==> src/rtl/dac_spi_multi.sv <==
// dac_spi_multi: serial DAC driver for NUM_CH DACs sharing clock and data, with a separate
// active-low sync line per channel. One MSB-first frame per accepted start request.
// Optional build macro DAC_SPI_PD_EN adds the i_pd port (power-down bits in the frame).
module dac_spi_multi #(
  parameter int unsigned DATA_W  = 12,
  parameter int unsigned FRAME_W = 16,
  parameter int unsigned NUM_CH  = 2,
  parameter int unsigned CH_W    = 1,
  parameter int unsigned CLK_DIV = 25,
  parameter int unsigned GAP     = 2
) (
  input  logic              i_clk50,
  input  logic              i_rst,
  input  logic              i_start,
  input  logic [CH_W-1:0]   i_ch,
  input  logic [DATA_W-1:0] i_dacdata,
`ifdef DAC_SPI_PD_EN
  input  logic [1:0]        i_pd,
`endif
  output logic              o_busy,
  output logic              o_done,
  output logic              o_dacclk,
  output logic [NUM_CH-1:0] o_daccs,
  output logic              o_dacdout
);

  localparam int unsigned DivW = (CLK_DIV > 1) ? $clog2(CLK_DIV) : 1;
  localparam int unsigned CntW = $clog2(FRAME_W + 1);
  localparam int unsigned GapW = (GAP > 1) ? $clog2(GAP) : 1;

  typedef enum logic [2:0] {StIdle, StSetup, StShift, StGap, StDone} state_e;

  state_e              r_state, w_state_d;
  logic [DivW-1:0]     r_div, w_div_d;
  logic [FRAME_W-1:0]  r_shift, w_shift_d;
  logic [CntW-1:0]     r_bitcnt, w_bitcnt_d;
  logic [GapW-1:0]     r_gap, w_gap_d;
  logic                r_dacclk, w_dacclk_d;
  logic [NUM_CH-1:0]   r_daccs, w_daccs_d;
  logic                r_dacdout, w_dacdout_d;
  logic                r_busy, w_busy_d;
  logic                r_done, w_done_d;

  logic                w_tick;
  logic                w_ch_ok;
  logic [1:0]          w_pd;
  logic [FRAME_W-1:0]  w_frame;

`ifdef DAC_SPI_PD_EN
  assign w_pd = i_pd;
`else
  assign w_pd = 2'b00;
`endif

  // Upper frame bits are zero-filled by the width cast.
  assign w_frame = FRAME_W'({w_pd, i_dacdata});
  assign w_ch_ok = (32'(i_ch) < NUM_CH);
  assign w_tick  = (r_div == DivW'(CLK_DIV - 1));

  // State and output registers with synchronous reset.
  always_ff @(posedge i_clk50) begin
    if (i_rst) begin
      r_state   <= StIdle;
      r_div     <= '0;
      r_shift   <= '0;
      r_bitcnt  <= '0;
      r_gap     <= '0;
      r_dacclk  <= 1'b1;
      r_daccs   <= '1;
      r_dacdout <= 1'b0;
      r_busy    <= 1'b0;
      r_done    <= 1'b0;
    end else begin
      r_state   <= w_state_d;
      r_div     <= w_div_d;
      r_shift   <= w_shift_d;
      r_bitcnt  <= w_bitcnt_d;
      r_gap     <= w_gap_d;
      r_dacclk  <= w_dacclk_d;
      r_daccs   <= w_daccs_d;
      r_dacdout <= w_dacdout_d;
      r_busy    <= w_busy_d;
      r_done    <= w_done_d;
    end
  end

  // Next-state logic: frame sequencing, half-period divider and serial line values.
  always_comb begin
    w_state_d   = r_state;
    w_div_d     = '0;
    w_shift_d   = r_shift;
    w_bitcnt_d  = r_bitcnt;
    w_gap_d     = r_gap;
    w_dacclk_d  = r_dacclk;
    w_daccs_d   = r_daccs;
    w_dacdout_d = r_dacdout;
    w_busy_d    = r_busy;
    w_done_d    = 1'b0;

    // Divider runs only while a frame is in flight.
    if (r_busy) begin
      w_div_d = w_tick ? '0 : r_div + 1'b1;
    end

    unique case (r_state)
      StIdle: begin
        if (i_start && w_ch_ok) begin
          w_state_d   = StSetup;
          w_busy_d    = 1'b1;
          w_shift_d   = w_frame;
          w_bitcnt_d  = '0;
          w_gap_d     = '0;
          w_dacclk_d  = 1'b1;
          w_daccs_d   = ~(NUM_CH'(1) << i_ch);
          w_dacdout_d = w_frame[FRAME_W-1];
        end
      end
      StSetup: begin
        if (w_tick) begin
          w_state_d = StShift;
        end
      end
      StShift: begin
        if (w_tick) begin
          if (r_dacclk) begin
            // Falling edge: DAC samples the current bit.
            w_dacclk_d = 1'b0;
            w_bitcnt_d = r_bitcnt + 1'b1;
          end else if (r_bitcnt == CntW'(FRAME_W)) begin
            w_dacclk_d  = 1'b1;
            w_daccs_d   = '1;
            w_dacdout_d = 1'b0;
            if (GAP == 0) begin
              w_state_d = StDone;
              w_busy_d  = 1'b0;
              w_done_d  = 1'b1;
            end else begin
              w_state_d = StGap;
            end
          end else begin
            // Rising edge: present the next bit together with the edge.
            w_dacclk_d  = 1'b1;
            w_shift_d   = r_shift << 1;
            w_dacdout_d = r_shift[FRAME_W-2];
          end
        end
      end
      StGap: begin
        if (w_tick) begin
          if (r_gap == GapW'(GAP - 1)) begin
            w_state_d = StDone;
            w_busy_d  = 1'b0;
            w_done_d  = 1'b1;
          end else begin
            w_gap_d = r_gap + 1'b1;
          end
        end
      end
      StDone: begin
        w_state_d = StIdle;
      end
      default: begin
        w_state_d = StIdle;
      end
    endcase
  end

  assign o_busy    = r_busy;
  assign o_done    = r_done;
  assign o_dacclk  = r_dacclk;
  assign o_daccs   = r_daccs;
  assign o_dacdout = r_dacdout;

endmodule

==> config.mk <==
export PLATFORM = sky130hd
export DESIGN_NAME = dac_spi_multi
export DESIGN_NICKNAME = d
export VERILOG_FILES = /design/src/rtl/dac_spi_multi.sv
export SDC_FILE = /design/constraint.sdc
export NUM_CORES = 1
export LEC_CHECK = 0
export BUFFER_PORTS_ARGS = -buffer_cell sky130_fd_sc_hd__buf_2
export CAP_MARGIN = 20
export CORE_ASPECT_RATIO = 0.6
export CORE_UTILIZATION = 44
export DETAILED_ROUTE_END_ITERATION = 16
export SLEW_MARGIN = 20
export SYNTH_ARGS = -nofsm -noshare
export SYNTH_HDL_FRONTEND = slang
export SYNTH_SLANG_ARGS = --single-unit
export TNS_END_PERCENT = 100
==> constraint.sdc <==
create_clock -name i_clk50 -period 2.9 [get_ports i_clk50]
set_input_delay 0.145 -clock i_clk50 [delete_from_list [all_inputs] [get_ports i_clk50]]
set_output_delay 0.145 -clock i_clk50 [all_outputs]
set_load 0.1 [all_outputs]
==> flow_summary.toml <==
[synth]
ys.flop_type = "dfxtp_1"
yosysUniqueCellTypes = 42
yosysSeqAreaShare_pct = 42.6
synth_fp_nets = 206
synth_top_cell_by_area = "dfxtp_1"
synth.top_cell.area_share_pct = 42.6
synthCells = 186
yosys_warnings = 0
synthArstFlopShare_pct = 0
synth_area_sq_um = 1640
syn_avg_cell_area_sq_um = 8.84
synth_edf_count = 0
synth.area.top_cells = "dfxtp_1 (43%), mux2i_1 (6.7%), a211oi_1 (5.0%)"
synth_most_common_cell = "dfxtp_1"
yosys-top-cells-count = "dfxtp_1 (35), nor3_1 (15), a21oi_1 (14), nand2_1 (12)"
ys_seq_elements = 35

[grt]
grt_usage_pct = 20.0
grt_pass1_wl_um = 6040
antenna_found_initial = 0
gr-total-overflow = 0
grt_max_degree = 32
grt_pass1_vias = 1326

[pwr]
leakage_nw = 0.651
p_sw_mw = 0.251
power.density_nw_per_um2 = 517
power.internal_mw = 0.697
pwr-share-seq_pct = 53.7
power_mw = 0.948
comb_power_share_pct = 10.0
swShare_pct = 26.5
peakVddDrop_v = 0.000264
power_frac_clock_pct = 36.3

[placed_design]
numPortBuffers = 21
dpl_worst_slack_ps = 956
gp_congestion = 0.730
hpwl_um = 2460
dp_cells = 240
place_area_sq_um = 1750

[run_status]
outcome = "finished, final reports clean"

[sta]
rsz0062_at_grt = "false"
final.min_clock_period_ps = 2000
finalClockSkew_ps = 6.73
slew_violations = 0
tightest_slew_ps = 566
fmax_ghz = 0.501
fin_hold_ws_ps = 95.6
setup_viol = 0
fin_tns_setup_ps = 0
fin_ws_ps = 903
hold_viol = 0
period_share_pct = 68.8
slew_headroom_pct = 62.2

[route]
drt_pass1_iterations = 4
drtAntennaViolNets = 0
drt_wl_total_um = 3460
vias_per_cell = 5.52
drc = 0
wl_per_cell_um = 14.0
vias = 1370
drt_iter0_markers = 114

[clock_tree]
cts.hold.buffers_added = 0
cts_buffer_depth = 2
cts_buffers = 5
cts_tree = "yes"
post_cts_buffers = 0
ctsResizeCount = 0
htreeDepth = 2
clk_latency_ps = 290
clkTransAtPathRegs_ps = 70
numClockSinks = 35
clock-root-buffer = "clkbuf_8"

[floorplanning]
die-area_sq_um = 3990
io_pins = 22
initial_core_util_pct = 48.3
core_sq_um = 3400
die_w_um = 80.9
die_h_um = 49.4
rows = 16

[cells_and_area]
syn_to_final_growth_pct = 11.4
drive_gt1_share_pct = 16.3
diodes = 0
design_area_sq_um = 1830
stdcell_count = 248
nNetsFinal = 222
utilization_pct = 53.8

[worst_hold_path]
hold_path_class = "input pin to flop"

[setup_path]
endpoint_kind = "flop"
path_class = "flop to flop"
required_ps = 3090
worstPathArrival_ps = 2190
cp-start-kind = "flop"
critical_path_peak_fanout = 14

[run]
drv_cap = 0
-- worst max-delay path, cell delays in order, from the launching register on --
cell and delay, ps:
dfxtp_1 340, inv_1 60, ha_1 160, and4b_2 410, and4_1 540, nor3_1 100, a211oi_1 280
-- per-layer routing --
layer	part of all wire (%)	wire length, um	global-route usage (%)
met1	53	1830	28.2
met4	0.98	34	7.44
met2	42	1450	27.9
met3	4.3	148	6.73
met5	0	0	0
-- cell families after synthesis --
kind of cell / after synthesis / share of synthesized area, %
and+or+nand+nor: 68 / 22.8
adders and majority gates: 4 / 3.04
buffers and inverters: 20 / 5.63
xor gates and xnor gates: 3 / 1.60
muxes: 11 / 6.70
DFF: 35 / 42.6
AOI/OAI and AO/OA: 45 / 17.7
-- power groups by stage --
| stage | sequential (mW) | combinational [mW] | clock (mW) |
|---|---|---|---|
| after floorplan | 0.537 | 0.0504 | 0 |
| after global placement | 0.520 | 0.0913 | 0 |
| after detailed placement | 0.520 | 0.0940 | 0 |
| after CTS | 0.509 | 0.0947 | 0.351 |
| after global routing | 0.512 | 0.104 | 0.376 |
| final | 0.509 | 0.0943 | 0.344 |
-- layout by cell type (no fill, tap or decap), types with 4 or more instances in the layout --
master	n
mux2i_1	11
o21ai_0	6
buf_2	21
nand3_1	8
clkbuf_8	5
a211oi_1	11
nor2_1	10
dfxtp_1	35
a21oi_1	14
ha_1	4
inv_1	7
nand2_1	12
nor3_1	15
-- registers in the layout, indices dropped and copies added, names as in the netlist --
signal and count:
o_busy 1, o_dacclk 1, o_daccs 2, o_dacdout 1, o_done 1, r_bitcnt 5, r_div 5, r_gap 1
r_shift 15, r_state 3
-- final timing paths --
check,start,endpoint,slack [ps],depth (start not counted)
setup / recovery,r_div[0]$_SDFF_PP0_,r_shift[8]$_SDFFE_PP0P_,900,6
hold / removal,i_dacdata[0],r_shift[0]$_SDFFE_PP0P_,100,3
setup reg to reg,r_div[0]$_SDFF_PP0_,r_shift[8]$_SDFFE_PP0P_,900,6
hold reg to reg,r_shift[13]$_SDFFE_PP0P_,r_shift[14]$_SDFFE_PP0P_,460,2
-- area by class of cell --
cell class | count | area [sq um]
tap | 45 | 56.3
inverter | 7 | 26.3
sequential | 35 | 701
multi-input combinational | 131 | 851
fill | 332 | 1570
timing repair buffer | 22 | 113
clock buffer | 6 | 72.6
clock inverter | 2 | 12.5
Power figures use the tool's default switching activity.
